--- config.mk ---
export PLATFORM = sky130hd
export DESIGN_NAME = rxrbcnt_rd_ctrl
export DESIGN_NICKNAME = d
export VERILOG_FILES = /design/src/rtl/rxrbcnt_rd_ctrl.sv
export SDC_FILE = /design/constraint.sdc
export NUM_CORES = 1
export LEC_CHECK = 0
export ABC_AREA = 1
export BUFFER_PORTS_ARGS = -buffer_cell sky130_fd_sc_hd__buf_2
export CORE_MARGIN = 2
export CORE_UTILIZATION = 50
export CTS_CLUSTER_DIAMETER = 40
export DETAILED_ROUTE_END_ITERATION = 6
export PLACE_DENSITY = 0.76
export SLEW_MARGIN = 20
export SYNTH_ARGS = -nofsm -noshare
export SYNTH_HDL_FRONTEND = slang
export SYNTH_SLANG_ARGS = --single-unit
export TNS_END_PERCENT = 30
--- constraint.sdc ---
create_clock -name clk -period 3.5 [get_ports clk]
set_input_delay 0.525 -clock clk [delete_from_list [all_inputs] [get_ports clk]]
set_output_delay 0.525 -clock clk [all_outputs]
set_load 0.01 [all_outputs]
--- src/rtl/rxrbcnt_rd_ctrl.sv ---
// Receive-side read sequencer: pops one byte-count word per packet, then streams the matching
// data-FIFO words out on AXI-Stream with tkeep/tlast, or drains and drops flagged-bad packets.
module rxrbcnt_rd_ctrl #(
  parameter int unsigned DATA_W = 64,
  parameter int unsigned LEN_W  = 16,
  localparam int unsigned KEEP_W = DATA_W / 8
) (
  input  logic              clk,
  input  logic              reset,
  input  logic              cnt_rdempty,
  output logic              cnt_rden,
  input  logic [31:0]       cnt_dataout,
  input  logic              dat_rdempty,
  output logic              dat_rden,
  input  logic [DATA_W-1:0] dat_dataout,
  output logic              m_axis_tvalid,
  input  logic              m_axis_tready,
  output logic [DATA_W-1:0] m_axis_tdata,
  output logic [KEEP_W-1:0] m_axis_tkeep,
  output logic              m_axis_tlast,
  output logic              busy,
  output logic              pkt_done,
  output logic              pkt_drop,
  output logic              err_zero_len
);

  localparam int unsigned KeepLog = $clog2(KEEP_W);

  typedef enum logic [2:0] {StIdle, StCntRd, StCntLat, StXfer, StDrop} state_e;

  state_e            state_q, state_d;
  logic [LEN_W-1:0]  beats_q, beats_d;
  logic [KEEP_W-1:0] keep_last_q, keep_last_d;
  logic              infl_q, infl_d;
  logic              infl_last_q, infl_last_d;
  logic              pkt_drop_q, pkt_drop_d;
  logic [1:0]        count_q, count_d;
  logic [DATA_W-1:0] buf_data_q [2];
  logic [DATA_W-1:0] buf_data_d [2];
  logic [KEEP_W-1:0] buf_keep_q [2];
  logic [KEEP_W-1:0] buf_keep_d [2];
  logic              buf_last_q [2];
  logic              buf_last_d [2];

  logic [LEN_W-1:0]   len;
  logic [LEN_W:0]     len_round;
  logic [LEN_W-1:0]   beats_calc;
  logic [KeepLog-1:0] rem;
  logic [KEEP_W-1:0]  keep_calc;
  logic [KEEP_W-1:0]  in_keep;
  logic               from_buf, tvalid, out_last, accept, push, pop;
  logic [2:0]         occ;
  logic               can_issue, rd_xfer, rd_drop;
  logic [1:0]         count_tmp;
  logic               unused_cnt_bits;

  assign len        = cnt_dataout[LEN_W-1:0];
  assign len_round  = {1'b0, len} + (LEN_W+1)'(KEEP_W - 1);
  assign beats_calc = LEN_W'(len_round >> KeepLog);
  assign rem        = len[KeepLog-1:0];
  assign keep_calc  = (rem == '0) ? '1 : ~({KEEP_W{1'b1}} << rem);
  assign unused_cnt_bits = ^cnt_dataout[30:LEN_W];

  // Output comes from the buffer head, or straight from the FIFO word arriving this cycle.
  assign from_buf = (count_q != 2'd0);
  assign tvalid   = from_buf | infl_q;
  assign in_keep  = infl_last_q ? keep_last_q : '1;
  assign out_last = from_buf ? buf_last_q[0] : infl_last_q;
  assign accept   = tvalid & m_axis_tready;
  assign push     = infl_q & ~(accept & ~from_buf);
  assign pop      = accept & from_buf;

  assign m_axis_tvalid = tvalid;
  assign m_axis_tdata  = !tvalid ? '0 : (from_buf ? buf_data_q[0] : dat_dataout);
  assign m_axis_tkeep  = !tvalid ? '0 : (from_buf ? buf_keep_q[0] : in_keep);
  assign m_axis_tlast  = tvalid & out_last;
  assign busy          = (state_q != StIdle);
  assign pkt_drop      = pkt_drop_q;

  // Occupancy plus the read in flight may never exceed the two buffer entries.
  assign occ       = {1'b0, count_q} + {2'b00, infl_q};
  assign can_issue = accept ? (occ < 3'd3) : (occ < 3'd2);
  assign rd_xfer   = (state_q == StXfer) && (beats_q != '0) && !dat_rdempty && can_issue;
  assign rd_drop   = (state_q == StDrop) && (beats_q != '0) && !dat_rdempty;
  assign dat_rden  = rd_xfer | rd_drop;

  always_comb begin
    state_d      = state_q;
    beats_d      = beats_q;
    keep_last_d  = keep_last_q;
    pkt_drop_d   = 1'b0;
    cnt_rden     = 1'b0;
    pkt_done     = 1'b0;
    err_zero_len = 1'b0;
    infl_d       = rd_xfer;
    infl_last_d  = rd_xfer & (beats_q == LEN_W'(1));

    unique case (state_q)
      StIdle: begin
        if (!cnt_rdempty) state_d = StCntRd;
      end
      StCntRd: begin
        cnt_rden = !cnt_rdempty;
        if (!cnt_rdempty) state_d = StCntLat;
      end
      StCntLat: begin
        if (len == '0) begin
          err_zero_len = 1'b1;
          state_d      = StIdle;
        end else begin
          beats_d     = beats_calc;
          keep_last_d = keep_calc;
          state_d     = cnt_dataout[31] ? StDrop : StXfer;
        end
      end
      StXfer: begin
        if (rd_xfer) beats_d = beats_q - LEN_W'(1);
        if (accept && out_last) begin
          pkt_done = 1'b1;
          state_d  = StIdle;
        end
      end
      StDrop: begin
        if (rd_drop) begin
          beats_d = beats_q - LEN_W'(1);
          if (beats_q == LEN_W'(1)) begin
            pkt_drop_d = 1'b1;
            state_d    = StIdle;
          end
        end
      end
      default: state_d = StIdle;
    endcase
  end

  always_comb begin
    for (int i = 0; i < 2; i++) begin
      buf_data_d[i] = buf_data_q[i];
      buf_keep_d[i] = buf_keep_q[i];
      buf_last_d[i] = buf_last_q[i];
    end
    count_tmp = count_q;
    if (pop) begin
      buf_data_d[0] = buf_data_q[1];
      buf_keep_d[0] = buf_keep_q[1];
      buf_last_d[0] = buf_last_q[1];
      count_tmp     = count_q - 2'd1;
    end
    if (push) begin
      buf_data_d[count_tmp[0]] = dat_dataout;
      buf_keep_d[count_tmp[0]] = in_keep;
      buf_last_d[count_tmp[0]] = infl_last_q;
    end
    count_d = count_tmp + {1'b0, push};
  end

  always_ff @(posedge clk) begin
    if (reset) begin
      state_q     <= StIdle;
      beats_q     <= '0;
      keep_last_q <= '0;
      infl_q      <= 1'b0;
      infl_last_q <= 1'b0;
      pkt_drop_q  <= 1'b0;
      count_q     <= 2'd0;
      for (int i = 0; i < 2; i++) begin
        buf_data_q[i] <= '0;
        buf_keep_q[i] <= '0;
        buf_last_q[i] <= 1'b0;
      end
    end else begin
      state_q     <= state_d;
      beats_q     <= beats_d;
      keep_last_q <= keep_last_d;
      infl_q      <= infl_d;
      infl_last_q <= infl_last_d;
      pkt_drop_q  <= pkt_drop_d;
      count_q     <= count_d;
      for (int i = 0; i < 2; i++) begin
        buf_data_q[i] <= buf_data_d[i];
        buf_keep_q[i] <= buf_keep_d[i];
        buf_last_q[i] <= buf_last_d[i];
      end
    end
  end

endmodule

; Word level (Yosys, flattened, before mapping)
; Memories as Yosys holds them, arrays and structs flattened.
; Index checks and enable logic that the tools add are counted.
[totals]
register_bits = 32
ramBits = 146
input_bits = 101
output_inout_bits = 80
wordCells = 124
mem_count = 3
[classes]
n_addsub = 5
magnitude_cmp = 4
n_eq_ne = 12
shifts = 1
mux = 51
n_bitwise = 21
reduce_logical = 20
[mem_list]
columns = memory, words, width, rd, rd_ports_with_merged_regs, wr, line_no
row1 = buf_data_q, 2, 64, 2, 0, 2, 38  ; logic [DATA_W-1:0] buf_data_q [2];
row2 = buf_keep_q, 2, 8, 2, 0, 2, 40  ; logic [KEEP_W-1:0] buf_keep_q [2];
row3 = buf_last_q, 2, 1, 2, 0, 2, 42  ; logic buf_last_q [2];
[op_table]
columns = operator, count
row1 = $mux 64, 6
row2 = $bwmux 128, 1
row3 = $mux 128, 1
row4 = $demux 64 s1, 1
row5 = $mux 16, 4
row6 = $mux 8, 8
row7 = $pmux 16 s3, 1
row8 = $mux 3, 7
row9 = $add 16x3->17 const B, 1
row10 = $bwmux 16, 1
row11 = $eq 16x1->1 const B, 1
row12 = $logic_not 16->1, 1
row13 = $reduce_bool 16->1, 1
row14 = $sub 16x1->16 const B, 1
row15 = $mux 1, 15
row16 = $pmux 3 s5, 1
row17 = $ne 2x2->1 const B, 5
row18 = $demux 8 s1, 1
row19 = $not 8->8, 1
row20 = $or 1x1->1, 8
row21 = $shl 8x3->8 const A, 1
row22 = $logic_and 1x1->1, 7
row23 = $and 1x1->1, 6
row24 = $eq 3x2->1 const B, 2
row25 = 22 further kinds, 32

; Depth between registers and ports, before layout
; Gate-level depths: netlist of the first run.
[depth]
word_depth = 13
ltp_mapped = 13
ltp_nobuf = 13

; Worst setup path after synthesis of the first run
; No wires, ideal clock.
[synth_timing]
path_type = register to register
startpoint = register count_q[0]
endpoint = register with a tool-made name
setup_time_ns = 0.116
arrival_ns = 2.660
required_ns = 3.384
slack_ns = 0.724
stages_incl_launch_ff = 14
path_buffers = 3
period_less_slack_ns = 2.776
path_cell_list = dfxtp_1 -> inv_1 -> ha_1 -> nand2_4 -> nand2_4 -> nor2_4 -> xor2_2 -> buf_2 -> ha_1 -> clkbuf_1 -> clkinv_1 -> clkbuf_1 -> nor2_1 -> nor2_1
[synth_lines]
columns = element, line_no
row1 = "start, declared", 37  ; logic [1:0] count_q, count_d;
row2 = "start signal, assigned", 178  ; count_q <= count_d;

; Worst setup path after layout of the first run
[layout_timing]
startpoint = register count_q[0]
endpoint = output m_axis_tdata[25]
[layout_via]
elab_chain_cells = 3
word_cells_on_any_way = 4
classes_between = mux (2) / bitwise (1) / reduce/logical (1)
[layout_rtl]
columns = element, line_no
row1 = $reduce_bool 2->1 *, 65  ; assign from_buf = (count_q != 2'd0);
row2 = $mux 64 or $or 1x1->1 (tied branches), "74, 66"
row3 = $mux 64 *, 74  ; assign m_axis_tdata = !tvalid ? '0 : (from_buf ? buf_data_q[0] : dat_dataout);
row4 = "end, declared", 18  ; output logic [DATA_W-1:0] m_axis_tdata,
; Mark *: on every way between the ends. The rest lies on a longest branch, timed or not.

==> results of run 1 <==
==> cell type report <==
class,count,area [µm²],area share (%)
Multi-Input combinational cell,1038,4760,44.7
Sequential cell,178,3560,33.4
Timing Repair Buffer,181,996,9.34
Inverter,128,483,4.53
Clock buffer,19,433,4.06
Tap cell,229,287,2.69
Clock inverter,13,131,1.23
Antenna cell,1,2.50,0.0235
==> synthesized netlist by cell type (3+ instances only) <==
| master | number |
|---|---|
| nor2_1 | 269 |
| nor3_1 | 66 |
| clkbuf_1 | 74 |
| nand3_1 | 30 |
| buf_2 | 9 |
| o21ai_1 | 16 |
| buf_6 | 4 |
| clkinv_1 | 4 |
| ha_1 | 10 |
| buf_1 | 8 |
| xor2_1 | 3 |
| dfxtp_1 | 178 |
| o21ai_0 | 227 |
| a21oi_1 | 181 |
| nand4_1 | 11 |
| inv_1 | 123 |
| nand2_1 | 210 |
==> per-stage QoR <==
| stage | util [%] | cell area, µm² | std cells |
|---|---|---|---|
| 2_1_floorplan | - | 9210 | 1441 |
| 3_3_place_gp | 56.0 | 10100 | 1754 |
| 6_report | 59.1 | 10700 | 1787 |
| 5_1_grt | 59.1 | 10700 | 1787 |
| 4_1_cts | 59.1 | 10700 | 1786 |
| 3_5_place_dp | 56.0 | 10100 | 1754 |
==> cells by family (layout without fill, tap and decap cells) <==
logic type               count (synthesis)  in the layout
flip-flops                             178            178
adder cells (fa/ha/maj)                 10             10
other                                    0              1
AND/OR/NAND/NOR                        595            595
XOR/XNOR                                 4              4
buffers and inverters                  225            341
AO/OA/AOI/OAI                          429            429
==> power by group <==
group          total [W]  switching (W)  internal (W)  leakage, nW
combinational   0.000516       0.000340      0.000175         3.23
sequential       0.00209      0.0000272       0.00206         1.44
clock            0.00185       0.000858      0.000994        0.272
total            0.00445        0.00123       0.00323         4.94
==> tightest hold or removal path, stage by stage <==
cell	delay [ns]
buf_2	0.10
nor2_1	0.04
nor2_1	0.08
==> how the worst min path moves through the flow <==
stage / start / end / slack (ns) / cells past startpoint
after floorplan: keep_last_q[0] / keep_last_q[0] / 0.44 / 2
after global placement: keep_last_q[6] / keep_last_q[6] / 0.46 / 2
after detailed placement: keep_last_q[6] / keep_last_q[6] / 0.46 / 2
after CTS: dat_dataout[36] / register / 0.33 / 3
after global routing: dat_dataout[26] / register / 0.35 / 3
final: dat_dataout[36] / register / 0.35 / 3
==> routing by layer <==
layer	part of all wire, %	GRT usage (%)	vias to the layer above
met2	46	40.9	299
met5	0.053	0	-
li1	-	-	4913
met3	8.0	6.78	28
met4	1.1	6.58	2
met1	45	32.7	4327
==> cell usage in the layout, fill, tap and decap left out, drive strengths merged <==
master,n
o21ai,243
a21oi,181
nand4,11
nor2,271
nand3,31
xor2,4
bufinv,1
buf,181
clkbuf,19
dfxtp,178
a31oi,2
diode,1
or2,2
clkinvlp,2
o22ai,1
nor3,66
o21bai,1
clkinv,11
ha,10
inv,127
a21boi,1
nand2,214
==> flow_summary.toml, run 1 <==
[run_status]
status = "finished, final reports clean"

[timing]
clock.fmax_mhz = 347
min_period_ns = 2.88
clock_skew_ns = 0.0138
worst_pin_slew_ns = 0.778
grt_setup_unrepaired = "no"
finalHoldViolCount = 0
setup_tns_ns = 0
fin_ws_ns = 0.615
final-setup-viol-count = 0
finalCritPeriodShare_pct = 82.4
maxSlewHeadroom_pct = 48.2
drv_slew = 0
finalHoldWorstSlack_ns = 0.346

[placement]
dp_hpwl_mm = 14.9
port_buffers = 165
place_worst_setup_slack_ns = 0.710
gp_congestion = 0.839

[synth]
syn_area_per_cell_um2 = 6.39
synth-seq-cells = 178
synth_top_area_share_pct = 38.7
syn_nets = 1552
synth_adder_area_share_pct = 1.36
synth.largest_area_cell = "dfxtp_1"
synth_top_family_by_area = "simple AND/OR/NAND/NOR gates"
synth-compound-area-share_pct = 23.4
synth-simple-area-share_pct = 26.4
ys_types = 29
synth_edf_count = 0
yosysWarnings = 0
synthMuxAreaShare_pct = 0
synth_area_leaders = "dfxtp_1 39%, o21ai_0 12%, nor2_1 11%, a21oi_1 9.8%, nand2_1 8.6%"
netlist_instances = 1441
ys.flop_type = "dfxtp_1"
ys_seq_area_share_pct = 38.7
synth_xor_area_share_pct = 0.462
netlist_area_um2 = 9210
async_flop_share_pct = 0

[floorplanning]
die_h_um = 140
core_um2 = 18000
initial_core_util_pct = 51.1
placementRows = 49
die-area_um2 = 19500
die_w_um = 140
ios = 181

[route]
avgRoutedWirePerCell_um = 13.7
wirelength_mm = 24.5
route.vias.total = 9569
first_pass_iters = 6
vias_per_cell = 5.35
ant_nets = 0
drt_iter0_markers = 766
drcViolationCount = 0

[clocking]
htreeDepth = 4
post_cts_resized = 0
path_clk_slew_ns = 0.07
postCtsSetupBuffers = 0
clock-sinks = 178
cts_tree = "yes"
cts-root-buf = "clkbuf_16"
clock_latency_ns = 0.44
cts_buffers = 17
ctsHoldBuffers = 0
clockBufferDepth = 2

[global_route]
grt-ovfl-total = 0
antenna_found_initial = 2
grt_pass1_wl_mm = 41.3
grt_pass1_vias = 8806
grt_start_max_net_pins = 142
grt_util_all_layers_pct = 25.0

[final_layout]
drive_gt1_share_pct = 14.6
syn_to_final_growth_pct = 15.8
nets = 1655
fillCellCount = 1739

[power_and_ir_drop]
power_density_nw_per_um2 = 418
fin_total_pwr_w = 0.00445
ir_drop_mv = 0.351
p_leak_nw = 4.94

[setup_path]
cp_common_cell = "a21oi_1"
crit_fanout = 93
r2r_slack_ns = 0.70
slowest_delay_ns = 0.46
path_class = "register to output pin"
critical_path_buf_inv_count = 4
startpoint_type = "register"
end_kind = "output pin"
crit_arrival_ns = 2.36
reg2regPathDepth = 10
cpMaxStageDelayCell = "dfxtp_1"
crit_required_ns = 2.97
reg2reg_from = "count_q[0]"
worstSetupStartpoint = "count_q[0]"
crit_end = "m_axis_tdata[25]"
crit_cells = 7
path_cells = "inv_1, ha_1, clkinv_2, buf_12, a21oi_1, a21oi_1, buf_2"
crit_family = "buffers and inverters"

[worst_hold_path]
hp-class = "primary input to register"

[run]
drv_cap = 0
No activity file was read; power rests on OpenSTA's default activity.
==> inputs of run 2 (changes only) <==
--- a/config.mk
+++ b/config.mk
@@ -5,13 +5,13 @@
 export SDC_FILE = /design/constraint.sdc
 export NUM_CORES = 1
 export LEC_CHECK = 0
-export ABC_AREA = 1
+export ABC_AREA = 0
 export BUFFER_PORTS_ARGS = -buffer_cell sky130_fd_sc_hd__buf_2
 export CORE_MARGIN = 2
 export CORE_UTILIZATION = 50
 export CTS_CLUSTER_DIAMETER = 40
 export DETAILED_ROUTE_END_ITERATION = 6
-export PLACE_DENSITY = 0.76
+export PLACE_DENSITY = 0.79
 export SLEW_MARGIN = 20
 export SYNTH_ARGS = -nofsm -noshare
 export SYNTH_HDL_FRONTEND = slang
==> constraint.sdc (replaced) <==
create_clock -name clk -period 2.6 [get_ports clk]
set_input_delay 0.39 -clock clk [delete_from_list [all_inputs] [get_ports clk]]
set_output_delay 0.39 -clock clk [all_outputs]
set_load 0.01 [all_outputs]
==> run 2 against run 1 <==
Compared with the run above:
- synthesized area decreased by 1.5%
- critical path type unchanged
- first-iteration DRC count down 30%
- sequential share of layout area barely moved
- critical path depth unchanged
- clock skew decreased by 0.0049 ns
- hold slack lost 0.11 ns
==> flow_summary.toml, run 2 <==
[run_status]
status = "finished, final reports clean"

[synth]
synth_most_common_cell = "nor2_1"
synth.largest_area_cell = "dfxtp_1"
ys_types = 56
synth_edf_count = 0
syn_area_per_cell_um2 = 8.17
synth-seq-cells = 178
ys_top_cells_by_count = "191 x nor2_1, 178 x dfxtp_1, 132 x mux2i_1, 85 x inv_1"
synth_area_leaders = "dfxtp_1 39%, mux2i_1 15%, nor2_1 7.9%, a211oi_1 6.1%, nand3_1 4.2%"
synth_top_area_share_pct = 39.3
ys.flop_type = "dfxtp_1"
netlist_instances = 1110
ys_seq_area_share_pct = 39.3
yosysWarnings = 0
netlist_area_um2 = 9070
syn_nets = 1221
async_flop_share_pct = 0

[timing]
min_period_ns = 2.58
grt_setup_unrepaired = "yes"
maxSlewHeadroom_pct = 44.4
finalHoldViolCount = 0
setup_tns_ns = 0
clock.fmax_mhz = 388
clock_skew_ns = 0.00890
worst_pin_slew_ns = 0.833
fin_ws_ns = 0.0200
final-setup-viol-count = 0
finalCritPeriodShare_pct = 99.2
drv_slew = 0

[route]
vias_per_cell = 5.53
dr_wl_met2_mm = 10.3
highest_layer = "met4"
drt_iter0_markers = 533
ant_nets = 0
wirelength_mm = 21.5
avgRoutedWirePerCell_um = 14.6
first_pass_iters = 5
route.vias.total = 8136
wl_met1_mm = 9.83
wl_met3_mm = 1.12
drcViolationCount = 0

[setup_path]
crit_arrival_ns = 2.19
reg2regPathDepth = 7
startpoint_type = "register"
r2r_slack_ns = 0.30
crit_required_ns = 2.21
rr_endpoint = "beats_q[12]"
path_class = "register to output pin"
end_kind = "output pin"
reg2reg_from = "beats_q[8]"
crit_fanout = 7

[final_layout]
nets = 1340
final_cell_mix = "191 x nor2_1, 176 x dfxtp_1, 164 x buf_2, 132 x mux2i_1, 85 x inv_1"
num_antenna_cells = 0
drive_gt1_share_pct = 19.8
layout_commonest_cell = "nor2_1"
syn_to_final_growth_pct = 17.6
final_area_um2 = 10700

[placement]
dpl_cell_area_um2 = 10100
place_worst_setup_slack_ns = 0.229
gp_congestion = 0.887
port_buffers = 165
dp_hpwl_mm = 13.9

[worst_hold_path]
min_from = "dat_dataout[14]"
hp-class = "primary input to register"
holdPathStages = 3

[floorplanning]
die_w_um = 139
ios = 181
die_h_um = 139
core_um2 = 17900
placementRows = 49
initial_core_util_pct = 50.7
die-area_um2 = 19200

[global_route]
grt_util_all_layers_pct = 22.2
grt-ovfl-total = 0
grt_pass1_vias = 7742
grt_start_max_net_pins = 175
grt_pass1_wl_mm = 36.4
antenna_found_initial = 0

[clocking]
htreeDepth = 4
cts_tree = "yes"
clock_latency_ns = 0.42
cts_buffers = 17
cts-root-buf = "clkbuf_16"
clock-sinks = 178
ctsHoldBuffers = 0
clockBufferDepth = 2
path_clk_slew_ns = 0.07

[power_and_ir_drop]
power.switching_w = 0.00162
power_density_nw_per_um2 = 556
power_frac_comb_pct = 13.7
p_leak_nw = 4.46
ir_drop_mv = 0.462
clockPowerShare_pct = 39.6
internal_power_w = 0.00431
seq_power_share_pct = 46.8
switching_share_pct = 27.3

[run]
drv_cap = 0
## run 2: cell families (layout without fill, tap and decap cells)
logic type / after synthesis / count (layout) / synth area share [%]
AND/OR/NAND/NOR: 358 / 358 / 18.1
AO/OA/AOI/OAI: 234 / 234 / 16.6
flip-flops: 178 / 178 / 39.3
buffers and inverters: 174 / 305 / 7.50
multiplexers: 141 / 141 / 15.7
XOR/XNOR: 15 / 15 / 1.45
adder cells (fa/ha/maj): 10 / 10 / 1.38
## run 2: routing by layer
metal / track usage, % / vias to the layer above
met3: 4.35 / 22
met2: 38.6 / 225
met5: 0 / -
met4: 6.33 / 0
li1: - / 4127
met1: 28.2 / 3762
## run 2: cell type report
class | count | area (µm²)
multi-input cells | 758 | 4880
clock inverters | 11 | 81.3
inverters | 85 | 319
fillers | 1606 | 7240
well taps | 229 | 287
repair buffers | 189 | 1080
flip-flops and latches | 178 | 3570
clock buffers | 20 | 457
## run 2: what timing repair did
item,4_1_cts,5_1_grt
gates cloned,0,0
buffers inserted,2,0
gates resized for setup,3,2
setup endpoints to repair,1,30
pin swaps,1,0
## run 2: per-stage QoR
step	util, %	total power, W	hold WS, ns	instances
floorplan	-	0.00336	0.437	1110
global placement	56.4	0.00360	0.445	1437
detailed placement	56.4	0.00362	0.447	1437
CTS	59.5	0.00597	0.222	1470
global route	59.6	0.00619	0.242	1470
finish	59.6	0.00593	0.239	1470
## run 2: worst max-delay path by stage
| stage | end | slack [ns] | from |
|---|---|---|---|
| after detailed placement | beats_q[5] | 0.23 | beats_q[3] |
| after global placement | beats_q[2] | 0.28 | beats_q[3] |
| after floorplan | register | 0.30 | count_q[1] |
| after CTS | dat_rden | 0.02 | beats_q[8] |
| after global routing | dat_rden | -0.03 | beats_q[8] |
| final | dat_rden | 0.02 | beats_q[8] |
## run 2: critical path, stage by stage (launching register included)
cell and delay [ns]:
dfxtp_2 0.36, or4_4 0.56, nor4_4 0.21, buf_4 0.17, a31oi_4 0.12, nand3_2 0.12
o21ai_0 0.09, buf_2 0.14
## run 2: power groups by stage
| stage | combinational, W | clock [W] | sequential [W] |
|---|---|---|---|
| 6_report | 0.000812 | 0.00235 | 0.00277 |
| 3_3_place_gp | 0.000766 | 0 | 0.00283 |
| 3_5_place_dp | 0.000781 | 0 | 0.00284 |
| 4_1_cts | 0.000802 | 0.00240 | 0.00277 |
| 2_1_floorplan | 0.000532 | 0 | 0.00282 |
| 5_1_grt | 0.000889 | 0.00253 | 0.00278 |
==> inputs of run 3 (changes only) <==
--- a/config.mk
+++ b/config.mk
@@ -6,7 +6,7 @@
 export NUM_CORES = 1
 export LEC_CHECK = 0
 export ABC_AREA = 0
-export BUFFER_PORTS_ARGS = -buffer_cell sky130_fd_sc_hd__buf_2
+export BUFFER_PORTS_ARGS = -buffer_cell sky130_fd_sc_hd__buf_4
 export CORE_MARGIN = 2
 export CORE_UTILIZATION = 50
 export CTS_CLUSTER_DIAMETER = 40
==> run 3 against run 2 <==
Compared with the run above:
- clock power rose by 10%
- clock skew rose by 0.0011 ns
- register-to-register slack got worse by 0.07 ns
- first-iteration DRC count fell by 13%
- die area did not move
- hold slack got worse by 0.019 ns
- largest cell class unchanged
- critical endpoint unchanged
- power rose by 5.4%
- clock-buffer cell count fell by 2
- maximum frequency rose by 1.9%
==> flow_summary.toml, run 3 (synthesized netlist as in run 2, its figures left out) <==
[power_and_ir_drop]
ir_drop_mv = 0.445
power_density_nw_per_um2 = 559
p_leak_nw = 4.58
fin_total_pwr_w = 0.00625

[timing]
clock.fmax_mhz = 395
drv_slew = 0
clock_skew_ns = 0.00999
final-setup-viol-count = 0
finalCritPeriodShare_pct = 97.3
worst_pin_slew_ns = 0.850
grt_setup_unrepaired = "yes"
fin_ws_ns = 0.0689
finalHoldViolCount = 0
maxSlewHeadroom_pct = 43.3
finalHoldWorstSlack_ns = 0.221
min_period_ns = 2.53

[setup_path]
cp_common_cell = "buf_4"
r2r_slack_ns = 0.23
reg2regPathDepth = 8
crit_fanout = 4
cpMaxStageDelayCell = "or4_4"
crit_required_ns = 2.21
slowest_delay_ns = 0.56
crit_end = "dat_rden"
path_cells = "or4_4, nor4_4, buf_4, a31oi_4, nand3_2, o21ai_2, buf_4"
path_class = "register to output pin"
worstSetupStartpoint = "beats_q[6]"
rr_endpoint = "beats_q[0]"
reg2reg_from = "beats_q[6]"
startpoint_type = "register"
crit_arrival_ns = 2.14
end_kind = "output pin"

[final_layout]
fillCellCount = 1538
nets = 1345
syn_to_final_growth_pct = 23.4
num_antenna_cells = 0
drive_gt1_share_pct = 20.6
final_cell_mix = "191 x nor2_1, 186 x buf_4, 172 x dfxtp_1, 132 x mux2i_1, 84 x inv_1"
layout_commonest_cell = "nor2_1"
final_cells = 1475

[global_route]
antenna_found_initial = 0
grt_pass1_wl_mm = 36.8
grt_util_all_layers_pct = 22.7
grt-ovfl-total = 0
grt_pass1_vias = 7611
grt_start_max_net_pins = 175

[clocking]
clockBufferDepth = 2
cts_buffers = 17
ctsHoldBuffers = 0
cts-root-buf = "clkbuf_16"
htreeDepth = 4
clock_latency_ns = 0.42
path_clk_slew_ns = 0.07
clock-sinks = 178
cts_tree = "yes"

[placement]
place_worst_setup_slack_ns = 0.213
dp_hpwl_mm = 14.4
port_buffers = 165
dp.cells = 1438
gp_congestion = 0.876

[run]
drv_cap = 0

[run_status]
status = "finished, final reports clean"

[floorplanning]
core_um2 = 17900
die_h_um = 139
placementRows = 49
ios = 181
die_w_um = 139
initial_core_util_pct = 50.7
die-area_um2 = 19200

[route]
vias_per_cell = 5.57
avgRoutedWirePerCell_um = 15.0
ant_nets = 0
wirelength_mm = 22.2
drt_iter0_markers = 465
first_pass_iters = 4
route.vias.total = 8212
drcViolationCount = 0

[worst_hold_path]
hp-class = "primary input to register"
-- run 3: area by class of cell --
cell class | instances | area, µm² | area share (%)
Clock inverter | 13 | 160 | 1.43
Multi-Input combinational cell | 758 | 4880 | 43.6
Inverter | 85 | 319 | 2.85
Sequential cell | 178 | 3570 | 31.9
Clock buffer | 18 | 429 | 3.83
Tap cell | 229 | 287 | 2.56
Timing Repair Buffer | 194 | 1550 | 13.8
-- run 3: power by group --
group	internal, W	total [W]	switching [W]
registers	0.00275	0.00278	0.0000254
clock network	0.00151	0.00259	0.00108
logic	0.000345	0.000883	0.000538
-- run 3: critical path, delay by kind of cell, from the launching register on --
| family | cells | cell delay [ns] |
|---|---|---|
| compound gates | 2 | 0.16 |
| simple gates | 3 | 0.91 |
| buf+inv | 2 | 0.32 |
| flops | 1 | 0.33 |
-- run 3: metal layers --
layer	vias to the layer above	track usage [%]	wire length [µm]
li1	4128	-	-
met2	202	38.1	10700
met1	3851	30.0	10100
met5	-	0	0
met3	31	3.56	906
met4	0	7.81	480
-- run 3: worst min-delay path by stage --
stage | endpoint | cells past startpoint | from | slack, ns
6_report | register | 3 | dat_dataout[10] | 0.22
5_1_grt | register | 3 | dat_dataout[8] | 0.22
4_1_cts | register | 3 | dat_dataout[6] | 0.21
3_5_place_dp | keep_last_q[7] | 2 | keep_last_q[7] | 0.45
3_3_place_gp | keep_last_q[7] | 2 | keep_last_q[7] | 0.44
2_1_floorplan | keep_last_q[7] | 2 | keep_last_q[7] | 0.44
-- run 3: through the flow --
stage               area, µm²  TNS, ns  util [%]
finish                  11200        0      62.5
global route            11200  -0.0593      62.5
floorplan                9070        0         -
global placement        10500        0      58.9
CTS                     11200        0      62.4
detailed placement      10500        0      58.9
-- run 3: timing repair --
item / CTS / global route
setup endpoints to repair: 5 / 13
pin swaps: 1 / 5
gates resized for setup: 4 / 7
setup buffers: 3 / 3
